## src/rtl/usb_pkg.sv

```systemverilog
// -----------------------------------------------------------------------------
// usb_pkg
// Shared types and constants for the USB link-layer receive path.
//   state_type      : receive control unit FSM states (3 bits)
//   PID_CLS_*       : PID class codes taken from pid[1:0]
//   SYNC_BYTE_DEF   : shift-register value expected after the SYNC field
//   *_BYTES         : post-PID byte counts required per packet class
// -----------------------------------------------------------------------------
package usb_pkg;

    typedef enum logic [2:0] {
        IDLE      = 3'd0,
        RCV_SYNC  = 3'd1,
        RCV_PID   = 3'd2,
        RCV_BYTES = 3'd3,
        WAIT_EOP  = 3'd4,
        EOP_END   = 3'd5,
        ERROR     = 3'd6,
        ERR_IDLE  = 3'd7
    } state_type;

    localparam logic [1:0] PID_CLS_SPECIAL = 2'b00;
    localparam logic [1:0] PID_CLS_TOKEN   = 2'b01;
    localparam logic [1:0] PID_CLS_HS      = 2'b10;
    localparam logic [1:0] PID_CLS_DATA    = 2'b11;

    localparam logic [7:0] SYNC_BYTE_DEF = 8'h80;

    localparam int TOKEN_BYTES    = 2;
    localparam int HS_BYTES       = 0;
    localparam int DATA_MIN_BYTES = 2;

endpackage

```

## src/rtl/usb_bit_counter.sv

```systemverilog
// -----------------------------------------------------------------------------
// usb_bit_counter
// Counts received (destuffed) bits modulo 8 and raises byte_rdy for one cycle
// after the bit that completes a byte.
// Ports:
//   clk, rst      : clock, asynchronous active-high reset
//   clear         : restart counting at a packet start
//   shift_enable  : one pulse per received bit
//   eop           : end-of-packet level; bits flagged with eop are not counted
//   bit_cnt       : bits received in the current byte (0..7)
//   byte_rdy      : registered pulse, shift register holds a full byte
// -----------------------------------------------------------------------------
module usb_bit_counter (
    input  logic       clk,
    input  logic       rst,
    input  logic       clear,
    input  logic       shift_enable,
    input  logic       eop,
    output logic [2:0] bit_cnt,
    output logic       byte_rdy
);

    logic count_bit;

    assign count_bit = shift_enable & ~eop;

    always_ff @(posedge clk or posedge rst) begin
        if (rst) begin
            bit_cnt  <= 3'd0;
            byte_rdy <= 1'b0;
        end else if (clear) begin
            bit_cnt  <= 3'd0;
            byte_rdy <= 1'b0;
        end else begin
            // byte_rdy lands in the cycle after the 7->0 wrap, when the
            // shift register has settled on the completed byte.
            byte_rdy <= count_bit & (bit_cnt == 3'd7);
            if (count_bit) begin
                bit_cnt <= bit_cnt + 3'd1;
            end
        end
    end

endmodule

```

## src/rtl/usb_rcu.sv

```systemverilog
// -----------------------------------------------------------------------------
// usb_rcu
// Receive control unit: walks an incoming packet through SYNC, PID, post-PID
// bytes and EOP. Data-packet bytes are strobed into the RX FIFO, token bytes
// are captured, protocol errors set a sticky flag.
// Ports:
//   clk, rst      : clock, asynchronous active-high reset
//   d_edge        : first line transition of a packet (pulse)
//   shift_enable  : one pulse per received bit
//   eop           : end-of-packet level, qualified by shift_enable
//   rcv_byte      : shift-register contents
//   rcving        : packet in progress
//   w_enable      : RX FIFO write strobe, data is rcv_byte
//   r_error       : sticky protocol error, cleared at the next packet start
//   rx_pid        : last valid PID
//   tok_bytes     : {byte1, byte0} of the last token
//   pkt_done      : one-cycle pulse on error-free packet completion
//
// Handshake on the FIFO side: w_enable is a single-cycle strobe; the FIFO
// takes rcv_byte on every clock edge where w_enable is high, no back-pressure.
//
// WAIT_EOP is the tail of error recovery: the EOP has been seen and the FSM
// waits for the line to leave EOP before arming for the next packet.
// -----------------------------------------------------------------------------
module usb_rcu
    import usb_pkg::*;
#(
    parameter logic [7:0] SYNC_BYTE = SYNC_BYTE_DEF,
    parameter int         MAX_BYTES = 66,
    parameter int         CNT_W     = 7
) (
    input  logic        clk,
    input  logic        rst,
    input  logic        d_edge,
    input  logic        shift_enable,
    input  logic        eop,
    input  logic [7:0]  rcv_byte,
    output logic        rcving,
    output logic        w_enable,
    output logic        r_error,
    output logic [3:0]  rx_pid,
    output logic [15:0] tok_bytes,
    output logic        pkt_done
);

    localparam logic [CNT_W-1:0] MAX_CNT  = CNT_W'(MAX_BYTES);
    localparam logic [CNT_W-1:0] TOK_CNT  = CNT_W'(TOKEN_BYTES);
    localparam logic [CNT_W-1:0] HS_CNT   = CNT_W'(HS_BYTES);
    localparam logic [CNT_W-1:0] DMIN_CNT = CNT_W'(DATA_MIN_BYTES);

    state_type        state;
    logic [2:0]       bit_cnt;
    logic             byte_rdy;
    logic [CNT_W-1:0] byte_cnt;
    logic             start;
    logic             eop_strobe;
    logic [1:0]       cls;
    logic             byte_err;
    logic [CNT_W-1:0] cnt_upd;
    logic             len_ok;
    logic             pid_ok;

    assign start      = d_edge & ((state == IDLE) | (state == ERR_IDLE));
    assign eop_strobe = shift_enable & eop;
    assign cls        = rx_pid[1:0];
    assign pid_ok     = (rcv_byte[7:4] == ~rcv_byte[3:0]);

    usb_bit_counter u_bit_counter (
        .clk          (clk),
        .rst          (rst),
        .clear        (start),
        .shift_enable (shift_enable),
        .eop          (eop),
        .bit_cnt      (bit_cnt),
        .byte_rdy     (byte_rdy)
    );

    // A byte that arrives together with EOP is counted before the length check.
    assign cnt_upd = byte_rdy ? byte_cnt + CNT_W'(1) : byte_cnt;

    always_comb begin
        byte_err = 1'b0;
        len_ok   = 1'b0;
        case (cls)
            PID_CLS_DATA: begin
                byte_err = (byte_cnt == MAX_CNT);
                len_ok   = (cnt_upd >= DMIN_CNT) && (cnt_upd <= MAX_CNT);
            end
            PID_CLS_TOKEN: begin
                byte_err = (byte_cnt == TOK_CNT);
                len_ok   = (cnt_upd == TOK_CNT);
            end
            PID_CLS_HS: begin
                byte_err = 1'b1;
                len_ok   = (cnt_upd == HS_CNT);
            end
            default: begin
                byte_err = 1'b1;
                len_ok   = 1'b0;
            end
        endcase
    end

    // Decoded from registered state so the strobe coincides with byte_rdy
    // while rcv_byte is valid; reset drops it immediately.
    assign w_enable = (state == RCV_BYTES) & byte_rdy & (cls == PID_CLS_DATA) &
                      (byte_cnt != MAX_CNT);

    always_ff @(posedge clk or posedge rst) begin
        if (rst) begin
            state     <= IDLE;
            byte_cnt  <= '0;
            rcving    <= 1'b0;
            r_error   <= 1'b0;
            rx_pid    <= 4'd0;
            tok_bytes <= 16'd0;
            pkt_done  <= 1'b0;
        end else begin
            pkt_done <= 1'b0;
            case (state)
                IDLE, ERR_IDLE: begin
                    if (d_edge) begin
                        state   <= RCV_SYNC;
                        rcving  <= 1'b1;
                        r_error <= 1'b0;
                    end
                end
                RCV_SYNC: begin
                    if (eop_strobe) begin
                        state   <= WAIT_EOP;
                        r_error <= 1'b1;
                    end else if (byte_rdy) begin
                        if (rcv_byte == SYNC_BYTE) begin
                            state <= RCV_PID;
                        end else begin
                            state   <= ERROR;
                            r_error <= 1'b1;
                        end
                    end
                end
                RCV_PID: begin
                    if (eop_strobe) begin
                        state   <= WAIT_EOP;
                        r_error <= 1'b1;
                    end else if (byte_rdy) begin
                        if (pid_ok) begin
                            rx_pid   <= rcv_byte[3:0];
                            byte_cnt <= '0;
                            state    <= RCV_BYTES;
                        end else begin
                            state   <= ERROR;
                            r_error <= 1'b1;
                        end
                    end
                end
                RCV_BYTES: begin
                    if (byte_rdy) begin
                        byte_cnt <= cnt_upd;
                        if (cls == PID_CLS_TOKEN && byte_cnt == CNT_W'(0)) begin
                            tok_bytes[7:0] <= rcv_byte;
                        end
                        if (cls == PID_CLS_TOKEN && byte_cnt == CNT_W'(1)) begin
                            tok_bytes[15:8] <= rcv_byte;
                        end
                    end
                    if (byte_rdy && byte_err) begin
                        // If the EOP is already here, skip waiting for it.
                        state   <= eop_strobe ? WAIT_EOP : ERROR;
                        r_error <= 1'b1;
                    end else if (eop_strobe) begin
                        if (bit_cnt != 3'd0 || !len_ok) begin
                            state   <= WAIT_EOP;
                            r_error <= 1'b1;
                        end else begin
                            state <= EOP_END;
                        end
                    end
                end
                EOP_END: begin
                    if (!eop) begin
                        pkt_done <= 1'b1;
                        rcving   <= 1'b0;
                        state    <= IDLE;
                    end
                end
                ERROR: begin
                    r_error <= 1'b1;
                    if (eop_strobe) begin
                        state <= WAIT_EOP;
                    end
                end
                WAIT_EOP: begin
                    r_error <= 1'b1;
                    if (!eop) begin
                        rcving <= 1'b0;
                        state  <= ERR_IDLE;
                    end
                end
                default: state <= IDLE;
            endcase
        end
    end

endmodule

```

## config.mk

```make
export PLATFORM = sky130hd
export DESIGN_NAME = usb_rcu
export DESIGN_NICKNAME = d
export VERILOG_FILES = /design/src/rtl/usb_pkg.sv /design/src/rtl/usb_bit_counter.sv /design/src/rtl/usb_rcu.sv
export SDC_FILE = /design/constraint.sdc
export NUM_CORES = 1
export LEC_CHECK = 0
export BUFFER_PORTS_ARGS = -buffer_cell sky130_fd_sc_hd__buf_2
export CORE_MARGIN = 2
export CORE_UTILIZATION = 45
export DETAILED_ROUTE_END_ITERATION = 6
export HOLD_SLACK_MARGIN = 0.06
export PLACE_DENSITY = 0.66
export SETUP_SLACK_MARGIN = 0.02
export SKIP_LAST_GASP = 1
export SYNTH_ARGS = -nofsm -noshare
export SYNTH_HDL_FRONTEND = slang
export SYNTH_SLANG_ARGS = --single-unit
```

## constraint.sdc

```tcl
create_clock -name clk -period 2.6 [get_ports clk]
set_input_delay 0.39 -clock clk [delete_from_list [all_inputs] [get_ports clk]]
set_output_delay 0.39 -clock clk [all_outputs]
set_load 0.005 [all_outputs]
```

==> results.md <==
* P_int at 1.22 mW
* Distinct cells, synth at 49
* Min cycle time layout at 2300 ps
* Worst-Margin Slew at approximately 540 ps
* Pins Over Slew Limit at 0
* Tcrit/Tclk final at between 80% and 90%
* CP max stage cell: or4_4
* Worst path cell trace: or4_4 > o31ai_4 > a211oi_2 > a211oi_2 > nand4b_1 > mux2_1
* Cts bufs inserted at 5
* Placed cells at just over 300
* FF+latch count, synth at 37
* Share of layout cells above drive strength 1 at 31.1%
* Clk slew on worst S/H paths at 80 ps
* PwrDens at 741 mW/mm²
* Primary FF master, synth: dfrtp_1
* Drt wl/cell at 15.1 µm
* Die ar. at ~0.0053 mm²
* Clock sink count at 37
* FF-to-FF setup slack at just over 300 ps
* Clock group share of total power at roughly 28%
* Commonest cells in the netlist: dfrtp_1, mux2_2, nor2_1, nand2_1, o21ai_0
* R2R cell count at 6
* Non-Filler Instances at 311
* Worst path required time at about 2800 ps
* Sequential share of the synthesized area at about 43%
* HP Class: in -> async
* Switching power at 0.645 mW
* Post-synth EDFFs at 0
* Seq pwr share at between 30% and 40%
* Initial DRC count at 132
* Total Neg Setup Slack at 0 ps
* Crit Path Max Fanout at 10
* R2R Path Start: byte_cnt[3]
* Fmax at around 0.44 GHz
* Critical Path End Type: flop
* Syn_nets at about 240
* Gr ovfl total at 0
* DIE WIDTH at 73.0 µm
* DR pass1 iterations at 4
* Starting Density at 46.0%
* Final HPWL DP at 3420 µm
* Max-cap violations at 0
* Post-synth top area share at 43.2%
* Area Overhead vs Synth at 17.2%
* Core Area at roughly 0.0047 mm²
* Switching share of power at 34.7%
* Layout Nets at 276
* Gp weighted congestion at 0.861
* Mapped cell area at 0.00214 mm²
* Inserted Diodes at 0
* DRC at 0
* Input/output buffers at 36
* Avg Cell Area, Syn at 9.93 µm²
* First-pass GRT wire length at 8260 µm
* VDD IR max at 0.000412 V
* Leak at 1.11 nW
* Total Routing Usage GR at approximately a fifth
* Die height at 73.0 µm
* CTS tree: yes
* Initial antenna violation count at 0
* CP dominant cell by count: a211oi_2
* Num rows at 25
* Final WL at 4690 µm
* Synth top area cells: dfrtp_1, mux2_2, ha_1, o21ai_0, nor2_1
* RSZ-0062 raised after global routing: no
* Outcome: completed
* Worst Path Arrival at 2490 ps
* Post-CTS Setup Inserts at 0
* Clock Latency Late Sink at 300 ps
* Largest area contributor in the netlist: dfrtp_1
* Crit-path max cell delay at 580 ps
* Final Hold Fails at 0
* Setup Viol. Count Final at 0
* Vias at 1793
* Io pins at 37
* Clock buffer depth at 2
* Yosys warning count at 0
* Slew HR at 63.6%
* Number of global-route vias before repair at 1784
* R2r endpoint: r_error
* CP Class: reg -> reg
* Most frequent cell after synthesis: dfrtp_1
* Startpoint types: flop
* Layout Skew at approximately 8.0 ps
* Largest net degree at the start of global routing at 38
* # H-tree levels at 2
* Vias per cell at around 5.8
* Comb power frac at between 30% and 40%
* Post-DRT Antenna Nets at 0
* Async SR Flop Fraction at 100%
* Clock root buffer: clkbuf_8
* Gate Count Post-Synth at 216
==> critical path, delay by kind of cell, from the launching register on <==
family / cells / cell delay [ps]
AO/OA/AOI/OAI: 3 / 630
flip-flops: 1 / 480
multiplexers: 1 / 340
AND/OR/NAND/NOR: 2 / 750
==> registers in the layout, indices dropped and copies added, names as in the netlist <==
register and flops:
rx_pid 4, byte_cnt 7, rcving 1, r_error 1, tok_bytes 16, state 3
pkt_done 1, u_bit_counter.bit_cnt 3, u_bit_counter.byte_rdy 1
==> power groups by stage <==
stage               registers [mW]  clock network, mW  logic, mW
floorplan                    0.708                  0      0.466
detailed placement           0.728                  0      0.627
CTS                          0.717              0.529      0.633
finish                       0.717              0.512      0.633
global placement             0.730                  0      0.619
global route                 0.731              0.555      0.717
==> through the flow <==
stage	power [mW]	cell area, µm²	setup WS, ps	utilization [%]	hold slack (ps)
after floorplan	1.17	2140	451	-	489
after global placement	1.35	2390	300	51.4	477
after detailed placement	1.36	2390	307	51.4	488
after CTS	1.88	2510	299	53.8	201
after global routing	2.00	2510	70.0	53.9	226
final	1.86	2510	302	53.9	187
==> routing by layer <==
| metal | up-vias | share of wire [%] | track usage, % |
|---|---|---|---|
| li1 | 868 | - | - |
| met3 | 7 | 4.5 | 4.97 |
| met4 | 0 | 1.1 | 6.79 |
| met1 | 865 | 48 | 27.0 |
| met2 | 53 | 47 | 30.8 |
| met5 | - | 0 | 0 |
==> worst max-delay path by stage <==
stage	startpoint	endpoint	slack (ps)	cells past startpoint
final	byte_cnt[3]	r_error	300	6
after global routing	byte_cnt[0]	r_error	70	7
after CTS	byte_cnt[0]	r_error	300	8
after detailed placement	byte_cnt[0]	r_error	310	8
after global placement	byte_cnt[0]	r_error	300	8
after floorplan	byte_cnt[0]	r_error	450	9
==> cells by family (layout without fill, tap and decap cells) <==
family / after synthesis / after routing / share of synthesized area (%)
AO/OA/AOI/OAI: 51 / 51 / 16.7
XOR/XNOR: 7 / 7 / 2.86
adder cells (fa/ha/maj): 7 / 7 / 4.08
buffers and inverters: 18 / 59 / 3.62
flip-flops: 37 / 37 / 43.2
multiplexers: 22 / 22 / 11.5
AND/OR/NAND/NOR: 74 / 74 / 18.1
==> timing repair <==
item                       4_1_cts  5_1_grt
hold buffers                     0        0
gates resized for setup          0        1
setup endpoints to repair        0        1
==> final cells by class <==
cell class / instances / area, µm²
Clock buffer: 5 / 68.8
Clock inverter: 3 / 46.3
Fill cell: 427 / 2150
Inverter: 9 / 33.8
Multi-Input combinational cell: 161 / 1150
Sequential cell: 37 / 926
Tap cell: 54 / 67.6
Timing Repair Buffer: 42 / 225
==> cell usage in the layout, fill, tap and decap left out, types with 3 or more instances in the layout <==
master	instances
nor2b_1	3
buf_2	36
o31ai_1	3
dfrtp_1	37
nor4_1	4
a21oi_1	9
buf_4	6
ha_1	7
o21ai_0	15
nand2_1	15
xnor2_1	5
and3_1	5
inv_1	9
nor3_1	6
nand3_1	9
clkbuf_8	5
mux2_2	20
nor2_1	18
Note: power is estimated with default switching activity, not from simulation.
